<file path="config.mk">
export PLATFORM = sky130hd
export DESIGN_NAME = branch_hazard_ctrl
export DESIGN_NICKNAME = d
export VERILOG_FILES = /design/src/rtl/branch_hazard_ctrl.sv
export SDC_FILE = /design/constraint.sdc
export NUM_CORES = 1
export LEC_CHECK = 0
export CORE_AREA = 4 4 106 108
export CTS_CLUSTER_DIAMETER = 50
export DETAILED_ROUTE_END_ITERATION = 7
export DIE_AREA = 0 0 110 112
export HOLD_SLACK_MARGIN = 0.1
export MAX_ROUTING_LAYER = met4
export PLACE_DENSITY = 0.89
export RECOVER_POWER = 50
export SYNTH_ARGS = -nofsm -noshare
export SYNTH_HDL_FRONTEND = slang
export SYNTH_SLANG_ARGS = --single-unit
</file>
<file path="constraint.sdc">
create_clock -name clk -period 5.85 [get_ports clk]
set_input_delay 1.17 -clock clk [delete_from_list [all_inputs] [get_ports clk]]
set_output_delay 1.17 -clock clk [all_outputs]
set_load 0.01 [all_outputs]
</file>
<file path="src/rtl/branch_hazard_ctrl.sv">
// ID-stage branch/jump sequencer: operand forwarding selects, load/ALU hazard
// stalls, taken-transfer redirect/flush, and branch performance counters.
module branch_hazard_ctrl #(
  parameter int unsigned REG_ADDR_W = 5,
  parameter int unsigned CNT_W      = 32
) (
  input  logic                  clk,
  input  logic                  rst,
  input  logic                  bus_stall,
  input  logic                  id_branch,
  input  logic                  id_jal,
  input  logic                  id_jalr,
  input  logic [REG_ADDR_W-1:0] id_rs1,
  input  logic [REG_ADDR_W-1:0] id_rs2,
  input  logic                  ex_regwrite,
  input  logic                  ex_memread,
  input  logic [REG_ADDR_W-1:0] ex_rd,
  input  logic                  mem_regwrite,
  input  logic                  mem_memread,
  input  logic [REG_ADDR_W-1:0] mem_rd,
  input  logic                  wb_regwrite,
  input  logic [REG_ADDR_W-1:0] wb_rd,
  input  logic                  cmp_taken,
  output logic [1:0]            fwd_rs1,
  output logic [1:0]            fwd_rs2,
  output logic                  stall_if_id,
  output logic                  bubble_id_ex,
  output logic                  redirect,
  output logic                  flush_if_id,
  output logic [CNT_W-1:0]      cnt_branch,
  output logic [CNT_W-1:0]      cnt_taken,
  output logic [CNT_W-1:0]      cnt_stall
);

  typedef enum logic [0:0] {
    IDLE   = 1'b0,
    LDWAIT = 1'b1
  } state_e;

  state_e           state_q, state_d;
  logic [CNT_W-1:0] cnt_branch_q, cnt_branch_d;
  logic [CNT_W-1:0] cnt_taken_q, cnt_taken_d;
  logic [CNT_W-1:0] cnt_stall_q, cnt_stall_d;

  logic use_rs1, use_rs2;
  logic ex_hit, mem_hit;
  logic hz2, hz1;
  logic is_ctrl, taken;
  logic mem_fwd_ok;

  // x0 is hard-wired zero, so it never creates a dependency
  function automatic logic src_hit(input logic                  used,
                                   input logic [REG_ADDR_W-1:0] src,
                                   input logic [REG_ADDR_W-1:0] rd);
    return used && (src != '0) && (src == rd);
  endfunction

  assign use_rs1    = id_branch | id_jalr;
  assign use_rs2    = id_branch;
  assign ex_hit     = src_hit(use_rs1, id_rs1, ex_rd)  | src_hit(use_rs2, id_rs2, ex_rd);
  assign mem_hit    = src_hit(use_rs1, id_rs1, mem_rd) | src_hit(use_rs2, id_rs2, mem_rd);
  assign hz2        = ex_regwrite & ex_memread & ex_hit;
  assign hz1        = ~hz2 & ((ex_regwrite & ~ex_memread & ex_hit) |
                              (mem_regwrite & mem_memread & mem_hit));
  assign is_ctrl    = id_branch | id_jal | id_jalr;
  assign taken      = (id_branch & cmp_taken) | id_jal | id_jalr;
  assign mem_fwd_ok = mem_regwrite & ~mem_memread;

  // Compare operand source: EX/MEM ALU result beats MEM/WB write data
  always_comb begin
    fwd_rs1 = 2'd0;
    fwd_rs2 = 2'd0;
    if (mem_fwd_ok && src_hit(use_rs1, id_rs1, mem_rd)) begin
      fwd_rs1 = 2'd1;
    end else if (wb_regwrite && src_hit(use_rs1, id_rs1, wb_rd)) begin
      fwd_rs1 = 2'd2;
    end
    if (mem_fwd_ok && src_hit(use_rs2, id_rs2, mem_rd)) begin
      fwd_rs2 = 2'd1;
    end else if (wb_regwrite && src_hit(use_rs2, id_rs2, wb_rd)) begin
      fwd_rs2 = 2'd2;
    end
  end

  // Next state, pipeline controls and counter updates; all frozen by bus_stall
  always_comb begin
    state_d      = state_q;
    stall_if_id  = 1'b0;
    bubble_id_ex = 1'b0;
    redirect     = 1'b0;
    flush_if_id  = 1'b0;
    cnt_branch_d = cnt_branch_q;
    cnt_taken_d  = cnt_taken_q;
    cnt_stall_d  = cnt_stall_q;
    if (!rst && !bus_stall) begin
      case (state_q)
        IDLE: begin
          if (hz2 || hz1) begin
            stall_if_id  = 1'b1;
            bubble_id_ex = 1'b1;
            cnt_stall_d  = cnt_stall_q + CNT_W'(1);
            if (hz2) begin
              state_d = LDWAIT;
            end
          end else if (is_ctrl) begin
            cnt_branch_d = cnt_branch_q + CNT_W'(1);
            if (taken) begin
              redirect    = 1'b1;
              flush_if_id = 1'b1;
              cnt_taken_d = cnt_taken_q + CNT_W'(1);
            end
          end
        end
        LDWAIT: begin
          stall_if_id  = 1'b1;
          bubble_id_ex = 1'b1;
          cnt_stall_d  = cnt_stall_q + CNT_W'(1);
          state_d      = IDLE;
        end
        default: state_d = IDLE;
      endcase
    end
  end

  always_ff @(posedge clk) begin
    if (rst) begin
      state_q      <= IDLE;
      cnt_branch_q <= '0;
      cnt_taken_q  <= '0;
      cnt_stall_q  <= '0;
    end else begin
      state_q      <= state_d;
      cnt_branch_q <= cnt_branch_d;
      cnt_taken_q  <= cnt_taken_d;
      cnt_stall_q  <= cnt_stall_d;
    end
  end

  assign cnt_branch = cnt_branch_q;
  assign cnt_taken  = cnt_taken_q;
  assign cnt_stall  = cnt_stall_q;

endmodule

</file>
## Word level (Yosys, flattened, before mapping)

Index checks and enable logic that the tools add are counted.

| storage, ports and cells | value |
|---|---|
| register bits | 97 |
| bits in latches | 0 |
| RAM bits | 0 |
| bits in read-only memories | 0 |
| bits of input ports | 37 |
| output and inout port bits | 104 |
| word-level logic and storage cells | 74 |
| memories | 0 |

| operators by class | value |
|---|---|
| add/sub/neg operators | 3 |
| multiply operators | 0 |
| divide/modulo/power cells | 0 |
| magnitude comparators | 0 |
| equal/unequal tests | 7 |
| shifts and indexed selects | 0 |
| mux-type cells | 17 |
| bitwise operators | 22 |
| reductions and logical operators | 21 |

Operators with widths:

| operator | number |
|---|---|
| $add 32x1->32 const B | 3 |
| $pmux 32 s2 | 1 |
| $mux 32 | 1 |
| $eq 5x5->1 | 6 |
| $logic_and 1x1->1 | 13 |
| $reduce_bool 5->1 | 2 |
| $and 1x1->1 | 9 |
| $mux 1 | 9 |
| $mux 2 | 4 |
| $or 1x1->1 | 8 |
| $not 1->1 | 5 |
| $reduce_and 5->1 | 1 |
| $pmux 1 s2 | 2 |
| $reduce_and 4->1 | 1 |
| $logic_not 1->1 | 2 |
| $ne 2x2->1 const B | 1 |
| $reduce_and 2->1 | 1 |
| $logic_or 1x1->1 | 1 |

## Logic depth before layout (Yosys ltp)

Gate-level depths: netlist of the first run.

| depth | value |
|---|---|
| word-level depth | 11 |
| gate-level depth with buffers | 9 |
| mapped depth without buffers | 7 |

## Worst setup path after synthesis of the first run

OpenSTA, ideal clock, no wires.

| path | value |
|---|---|
| path type | input port to output port |
| start point | input id_rs2[0] |
| end point | output redirect |
| arrival | 3.090 ns |
| data required time | 4.680 ns |
| setup slack | 1.590 ns |
| stages | 8 |
| path buffers | 2 |
| path through | or4_1 > o21ai_2 > nor3_2 > nor3_2 > clkbuf_1 > nand4_1 > inv_1 > buf_4 |

| on the way | value |
|---|---|
| word-level cells in the longest chain between the ends | 11 |
| elaborated cells between the ends (all ways) | 18 |
| those cells by class | eq/ne: 2; mux: 3; bitwise: 8; reduce/logical: 5 |

RTL lines:

| element | RTL line | source |
|---|---|---|
| from (decl) | 14 | `input logic [REG_ADDR_W-1:0] id_rs2,` |
| $reduce_bool 5->1 | 55 | `return used && (src != '0) && (src == rd);` |
| $logic_and 1x1->1 (2 in a row) | 55 |  |
| $or 1x1->1, on equally long branches | 60, 61 |  |
| $and 1x1->1, on equally long branches | 63, 62, 64 |  |
| $or 1x1->1 / $not 1->1 (equally long branches) | 63 | `assign hz1 = ~hz2 & ((ex_regwrite & ~ex_memread & ex_hit) \|` |
| $and 1x1->1 | 63 |  |
| $logic_or 1x1->1 (*) | 98 | `if (hz2 \|\| hz1) begin` |
| $mux 1 (*) (3 in a row) | -- |  |
| to (decl) | 28 | `output logic redirect,` |

Mark *: on every way between the ends. The rest lies on a longest branch, timed or not.

## Worst setup path in the final report of the first run

| path | value |
|---|---|
| start point | input id_rs2[0] |
| end point | output stall_if_id |

| on the way | value |
|---|---|
| word-level cells in the longest chain between the ends | 11 |
| elaborated cells between the ends (all ways) | 18 |
| those cells by class | eq/ne: 2; mux: 3; bitwise: 8; reduce/logical: 5 |

RTL lines:

| element | RTL line | source |
|---|---|---|
| $reduce_bool 5->1 | 55 |  |
| $logic_and 1x1->1 (2 in a row) | 55 |  |
| $or 1x1->1, on equally long branches | 60, 61 |  |
| $and 1x1->1, on equally long branches | 63, 62, 64 |  |
| $or 1x1->1 / $not 1->1 (equally long branches) | 63 |  |
| $and 1x1->1 | 63 |  |
| $logic_or 1x1->1 (*) | 98 |  |
| $mux 1 (*) | 98 |  |
| $pmux 1 s2 (*) | 96 | `case (state_q)` |
| $mux 1 (*) | 95 | `if (!rst && !bus_stall) begin` |
| to (decl) | 26 | `output logic stall_if_id,` |

Marks and branches as above.

==> impl_metrics.yaml, run 1 <==
outcome:
  result_of_the_run: "completed"
run:
  max_cap_viol_count: 0
synthesis:
  postSynth.topFlopCell: "dfxtp_1"
  ys_async_sr_fraction_pct: 0
  synthesis.area_per_instance_um2: 8.26
  synth_enable_flop_cells: 0
  synthCells: 648
  ys_types: 54
  yosys_warnings: 0
  synth-seq-area-share_pct: 36.3
  syn-num-nets: 688
  synth_area_um2: 5350
  ys_ff_latch: 97
power:
  p_comb_share_pct: 8.9
  sw_frac_of_total_pct: 25.7
  leakage_uw: 0.00256
  p_sw_uw: 299
  power_frac_clock_pct: 33.9
  power_density_nw_per_um2: 168
  worst_ir_drop_vdd_mv: 0.106
  power.internal_uw: 864
  sequentialPowerShare_pct: 57.2
setup_path:
  longest_individual_stage_delay_on_the_worst_path_ps: 650
  timing.critical_path.fanout_max: 12
  critPathArrivalTime_ps: 4150
  worst_setup_path_end_kind: "primary output"
  worst-setup-path-type: "input port to primary output"
  critical_path.slowest_cell: "dlygate4sd3_1"
  cp_data_required_time_ps: 4680
  critPathLaunchType: "input port"
  cp_cell_sequence: "dlygate4sd3_1, or4_1, o21ai_2, nor4_1, o211ai_2, a21oi_1, clkdlybuf4s50_1"
floorplan:
  die_area_um2: 12300
  floorplan.die.height_um: 112
  cell_rows: 37
  core_region_area_um2: 10200
  start_util_pct: 52.3
  chipWidth_um: 110
  floorplan.io_pins: 141
clock_tree:
  tritoncts.num_buffers: 9
  cts_root_buf: "clkbuf_8"
  later_pin_clock_latency_in_the_skew_report_ps: 360
  number_of_buffers_added_to_fix_hold_violations_after_cts: 0
  clock_sinks: 97
  tritoncts: "done"
  postCtsSetupRepairBufs: 0
  clk_pin_slew_ps: 90
  cts-root-to-sink-buffers: 2
  post_cts_resized: 0
  h_tree_depth: 3
sta:
  fin_crit_ps: 5320
  finalSetupTns_ps: 0
  period_share_pct: 91.0
  setup_viol: 0
  slew_headroom_pct: 25.8
  max_clock_skew_ps: 17.4
  setup_ws_ps: 525
  grt_setup_unrepaired: "no"
  timing_worst_slew_pin_value_ps: 1110
  maxSlewViolCount: 0
  max_freq_ghz: 0.188
  finalHoldViolations: 0
layout:
  instances_no_fill: 906
  number_of_filler_cells_placed_in_the_layout: 825
  final_net_count: 805
  areaGrowthSynthToFinish_pct: 29.6
  antenna_cells: 0
  drive_gt1_share_pct: 5.06
min_path:
  worstHoldPathType: "register to register"
routing:
  detail_route.first_pass.iterations: 4
  drt-vias-per-instance: 5.93
  ant_nets: 0
  via_count: 5370
  first_iter_violations: 435
  routed_wirelength_mm: 15.0
  post-route-drc-count: 0
  avgRoutedWirePerCell_um: 16.6
placement:
  port_buffers: 140
  post-dp-hpwl_mm: 11.1
  dp_worst_setup_slack_ps: 634
  place_inst: 890
  placer_congestion: 0.890
global_route:
  number_of_global_route_vias_before_repair: 5140
  initial_antenna_violation_count: 0
  grt_pass1_wl_mm: 24.5
  largest_net_degree_at_the_start_of_global_routing: 72
  globalRouteTotalUtil_pct: 24.9
  globalRoute.totalOverflow: 0
==> worst paths after layout <==
kind                       start             end  slack (ps)  depth (start not counted)
setup / recovery       id_rs2[0]     stall_if_id         530                          7
hold / removal    cnt_branch[31]  cnt_branch[31]         500                          1
setup reg to reg    cnt_stall[4]   cnt_stall[26]        3000                          7
hold reg to reg   cnt_branch[31]  cnt_branch[31]         500                          1
==> state kept, by name, summed over array words and instances (netlist names) <==
register / flops
cnt_stall: 32
cnt_branch: 32
state_q: 1
cnt_taken: 32
==> cells by family after synthesis <==
group / after synthesis / share of synthesized area [%]
AND/OR/NAND/NOR: 319 / 32.0
flip-flops: 97 / 36.3
XOR/XNOR: 95 / 15.5
AO/OA/AOI/OAI: 76 / 9.53
buffers and inverters: 50 / 4.28
multiplexers: 8 / 1.64
adder cells (fa/ha/maj): 3 / 0.701
==> metal layers <==
metal	vias to the layer above	global-route usage [%]	part of all wire [%]
met3	34	3.54	6.0
met4	0	8.06	2.3
met2	235	40.6	50
met1	2566	31.5	42
li1	2535	-	-
met5	-	-	0
==> final cells by class <==
type	instances	area [µm²]	area share, %
multi-input combinational	501	3190	46.0
sequential	97	1940	28.0
timing repair buffer	143	1420	20.4
tap	136	170	2.45
clock buffer	10	128	1.84
inverter	13	48.8	0.703
clock inverter	6	42.5	0.613
==> per-stage QoR <==
stage	instance area [µm²]	power (µW)	hold slack, ps	utilization, %
2_1_floorplan	5350	731	478	-
4_1_cts	6940	1170	509	67.8
5_1_grt	6940	1200	538	67.8
3_5_place_dp	6770	784	494	66.2
6_report	6940	1160	505	67.8
3_3_place_gp	6770	779	463	66.2
==> power groups by stage <==
| stage | logic [µW] | registers (µW) | clock network, µW |
|---|---|---|---|
| 2_1_floorplan | 50.3 | 681 | 0 |
| 3_3_place_gp | 98.0 | 681 | 0 |
| 3_5_place_dp | 103 | 681 | 0 |
| 4_1_cts | 103 | 666 | 401 |
| 5_1_grt | 110 | 666 | 428 |
| 6_report | 103 | 666 | 394 |
==> cells in the mapped netlist, types with 7 or more instances <==
library cell   n  share of area [%]
and3_1        20                2.3
a211oi_1       8                1.1
nand3_1       39                3.6
nor4_1        17                2.0
dfxtp_1       97                 36
a2111oi_0     11                1.8
nor3_1        15                1.4
o31ai_1        7               0.98
nor2b_1       11                1.3
clkbuf_1      24                1.7
nand2b_1       8               0.93
nand4_1       25                2.9
nor2_1        83                5.8
inv_1         13               0.91
or4_1         18                2.5
a21oi_1       25                2.3
nand2_1       49                3.4
xnor2_1       73                 12
xor2_1        22                3.6
or3_1          7               0.82
o21ai_0       14                1.3
==> critical path: cells and delay by family <==
family / cells / cell delay (ps)
AND/OR/NAND/NOR: 2 / 740
AO/OA/AOI/OAI: 3 / 940
buffers and inverters: 2 / 1300
==> cells in the final DEF, fill, tap and decap left out, types with 3 or more instances in the layout <==
cell	n
and4_1	3
or3_1	7
nand3_1	39
xnor2_1	73
nor4_1	17
clkdlybuf4s50_1	42
nor2b_1	11
buf_4	3
nand2b_1	8
nand4_1	25
mux2i_1	5
ha_1	3
and3_1	20
o31ai_1	7
clkbuf_8	9
dfxtp_1	97
dlygate4sd3_1	97
a2111oi_0	11
a211oi_1	8
nand2_1	49
or4_1	18
o21ai_0	14
nor2_1	83
inv_1	13
a21oi_1	25
nor3_1	15
xor2_1	22
nor4b_2	4
Note: power is estimated with default switching activity, not from simulation.
==> inputs of run 2 (changes only) <==
--- a/config.mk
+++ b/config.mk
@@ -13,6 +13,7 @@
 export MAX_ROUTING_LAYER = met4
 export PLACE_DENSITY = 0.89
 export RECOVER_POWER = 50
+export REMOVE_ABC_BUFFERS = 1
 export SYNTH_ARGS = -nofsm -noshare
 export SYNTH_HDL_FRONTEND = slang
 export SYNTH_SLANG_ARGS = --single-unit
==> run 2 against run 1 <==
Compared with the run above: die area unchanged; global-route usage grew 0.61 points; final cell count unchanged; highest routed layer unchanged; worst setup slack about the same; register-to-register slack worse by 40 ps; hold slack worse by 31 ps; power rose by 7.7%; critical path depth increased by 1; clock skew is 7.2 ps lower; critical path type unchanged; count of clock-buffer cells in the layout fell by 1.
==> impl_metrics.yaml, run 2 (same netlist as run 1, synthesis figures left out) <==
clock_tree:
  cts_root_buf: "clkbuf_8"
  clock_sinks: 97
  post_cts_resized: 0
  cts-root-to-sink-buffers: 2
  postCtsSetupRepairBufs: 0
  h_tree_depth: 3
  later_pin_clock_latency_in_the_skew_report_ps: 370
  number_of_buffers_added_to_fix_hold_violations_after_cts: 0
  clk_pin_slew_ps: 100
  tritoncts: "done"
  tritoncts.num_buffers: 9
layout:
  drive_gt1_share_pct: 5.06
  areaGrowthSynthToFinish_pct: 30.5
  post-route-cell-area_um2: 6990
  layout_common_cells: "97 x dfxtp_1, 96 x dlygate4sd3_1, 83 x nor2_1, 73 x xnor2_1, 49 x nand2_1"
  postLayoutCoreUtil_pct: 68.3
  final_net_count: 805
  layout.cells.most_common: "dfxtp_1"
  antenna_cells: 0
sta:
  finalHoldViolations: 0
  setup_viol: 0
  period_share_pct: 91.0
  setup_ws_ps: 525
  max_clock_skew_ps: 10.2
  finalSetupTns_ps: 0
  slew_headroom_pct: 30.3
  grt_setup_unrepaired: "no"
  max_freq_ghz: 0.188
  fin_crit_ps: 5330
  maxSlewViolCount: 0
  timing_worst_slew_pin_value_ps: 1050
global_route:
  grt_pass1_wl_mm: 25.4
  globalRouteTotalUtil_pct: 25.5
  globalRoute.totalOverflow: 0
  initial_antenna_violation_count: 0
  largest_net_degree_at_the_start_of_global_routing: 58
  number_of_global_route_vias_before_repair: 5269
setup_path:
  critPathLaunchType: "input port"
  critPathArrivalTime_ps: 4160
  timing.critical_path.fanout_max: 10
  cp_data_required_time_ps: 4680
  worst_setup_path_end_kind: "primary output"
  worst-setup-path-type: "input port to primary output"
floorplan:
  cell_rows: 37
  core_region_area_um2: 10200
  die_area_um2: 12300
  start_util_pct: 52.3
  chipWidth_um: 110
  floorplan.die.height_um: 112
  floorplan.io_pins: 141
placement:
  dp_worst_setup_slack_ps: 764
  port_buffers: 140
  placement.cell_area_um2: 6770
  placer_congestion: 1.03
  post-dp-hpwl_mm: 10.9
routing:
  drt-vias-per-instance: 5.81
  ant_nets: 0
  routed_wirelength_mm: 15.0
  via_count: 5268
  detail_route.first_pass.iterations: 5
  first_iter_violations: 321
  avgRoutedWirePerCell_um: 16.6
  post-route-drc-count: 0
power:
  post-layout-total-power_uw: 1250
  power_density_nw_per_um2: 179
  worst_ir_drop_vdd_mv: 0.125
  leakage_uw: 0.00259
min_path:
  worstHoldPathType: "register to register"
run:
  max_cap_viol_count: 0
outcome:
  result_of_the_run: "completed"
-- run 2: layout make-up --
type,instances,area [µm²]
timing repair buffer,143,1420
inverter,13,48.8
clock buffer,9,124
sequential,97,1940
multi-input combinational,501,3190
clock inverter,7,93.8
tap,136,170
fill,822,3250
-- run 2: per-stage QoR --
stage               hold WS [ps]  instances
floorplan                    478        611
global placement             450        890
detailed placement           459        890
CTS                          473        906
global route                 491        906
finish                       474        906
-- run 2: worst max-delay path, stage by stage --
cell             delay [ps]
clkdlybuf4s50_1         520
or4_1                   560
o21ai_0                 350
nor4_1                  170
o211ai_2                430
nand4_1                 270
inv_1                   130
clkdlybuf4s50_1         540
-- run 2: power breakdown --
part	leakage (µW)	internal, µW	total, µW	switching, µW
Combinational	0.00170	46.3	102	55.8
Clock	0.000106	241	485	244
Sequential	0.000781	662	665	3.08
Total	0.00259	949	1250	303
-- run 2: final timing paths --
check,start,endpoint,slack (ps),depth (start not counted)
min reg2reg,cnt_branch[31],cnt_branch[31],470,1
min,cnt_branch[31],cnt_branch[31],470,1
max reg2reg,cnt_stall[4],cnt_stall[26],2960,7
max,id_rs2[0],redirect,520,8
-- run 2: per-layer routing --
layer / vias to the layer above / GRT usage [%] / share of wire [%]
met3: 20 / 5.62 / 6.5
met2: 194 / 43.0 / 51
met5: - / - / 0
met1: 2528 / 30.9 / 42
li1: 2526 / - / -
met4: 0 / 5.74 / 1.2
==> patch, RTL diff (config.mk and constraints of run 1) <==
Change the parameter `REG_ADDR_W` from 5 to 6.
--- a/src/rtl/branch_hazard_ctrl.sv
+++ b/src/rtl/branch_hazard_ctrl.sv
@@ -2,5 +2,5 @@
 // stalls, taken-transfer redirect/flush, and branch performance counters.
 module branch_hazard_ctrl #(
-  parameter int unsigned REG_ADDR_W = 5,
+  parameter int unsigned REG_ADDR_W = 6,
   parameter int unsigned CNT_W      = 32
 ) (
Ports: changed (5 resized); port bits go from 141 to 146. No check against the original RTL was run, so the function may have changed too.
==> patch against run 1 <==
The flow now finishes with violations (max-capacitance violations, max-slew violations); highest routed layer unchanged; routed wire length up 21%; sequential cell count did not move; total power up 9.5%; fmax increased by 1.8%; critical path depth grew 1; combinational power increased by 34%; synthesized area increased by 13%; sequential power barely moved; via count rose by 17%; cell area rose by 10%; setup slack better by 95 ps.
==> patch: results <==
group,metric,value,unit
run_status,status,"finished, violations left",
run_status,violations,"max-capacitance violations, max-slew violations",
worst_hold_path,hp-start,"cnt_taken[1]",
drt,vias_per_cell,6.47,
timing,slew_viol_final,111,
drt,dr.pass1.iters,5,
drt,met2WireLength,9.15,mm
place,dpl_worst_slack,718,ps
synth,syn-num-nets,772,
critical_path,r2r_cells,4,
critical_path,r2r_slack,2880,ps
final_layout,nNetsFinal,874,
grt,grt_usage,0.304,
critical_path,cp-endpoint,"redirect",
timing,slew_headroom,-0.329,
drt,wl_met3,1.01,mm
critical_path,r2r_end,"cnt_taken[31]",
grt,grt_max_degree,111,
job,drv_cap,1,
synth,avgSynthCellArea,8.34,µm²
place,routabilityCongestion,0.867,
place,dpl.cell_count,954,
drt,drt_iter0_drc,546,
timing,post-route-min-period,5230,ps
critical_path,r2r_start,"state_q",
grt,grt_pass1_wl,29.9,mm
synth,synth.distinct_cells,51,
grt,grt.met2_usage,0.501,
drt,wl_met1,7.66,mm
power,vdd_drop_max,0.0000995,V
grt,grt_util_met3,0.0429,
worst_hold_path,hold_depth,2,
drt,routed_wl,18.1,mm
power,power.leakage,2.92,nW
synth,synthXorXnorAreaFrac,0.0520,
final_layout,stdcell_count,970,
synth,synth.area.top_cells,"dfxtp_1 32%, mux2_2 8.4%, xnor2_1 4.8%",
synth,yosysSeqAreaShare,0.320,
critical_path,critPathMaxStageDelay,630,ps
place,hpwl,12.8,mm
timing,hold_slack,498,ps
timing,fin_worst_skew,17.2,ps
critical_path,arrival,4060,ps
final_layout,drive_above_1_share,0.121,
synth,synth_fa_ha_area_frac,0.00619,
synth,synthTopCellsByCount,"97 x dfxtp_1, 64 x nor2_1, 45 x mux2_2",
place,port_buffers,145,
grt,global_route.usage.met1,0.382,
critical_path,critPathMaxFanout,4,
grt,grt_pass1_vias,6022,
worst_hold_path,hold_path_end,"cnt_taken[1]",
place,placed_area,7460,µm²
-- patch: changes by cell type in the layout (fill, tap and decap cells not counted), sizes merged, moves of 10 or more --
cell / change
or2: +24
nor2: -19
mux2: +42
o311ai: +29
o41ai: +29
nand2: -11
nand4: +13
a2111oi: -10
a21oi: +10
xor2: -19
xnor2: -40
nor2b: +31
o21ai: -12
-- patch: report_power, final --
group | internal [mW] | leakage (nW) | total [mW] | switching [mW]
Clock | 0.215 | 0.109 | 0.468 | 0.253
Sequential | 0.663 | 0.782 | 0.667 | 0.00402
Combinational | 0.0643 | 2.03 | 0.138 | 0.0742
-- patch: worst min-delay path: stages (launching register included) --
cell,delay (ps)
dfxtp_1,340
nand2_1,60
mux2i_1,50
-- patch: final cells by class --
class                   instances  area (µm²)
multi-input cells             565        3840
fillers                       749        2570
flip-flops and latches         97        1940
clock inverters                 6        72.6
clock buffers                  10         138
well taps                     136         170
repair buffers                150        1480
inverters                       6        22.5
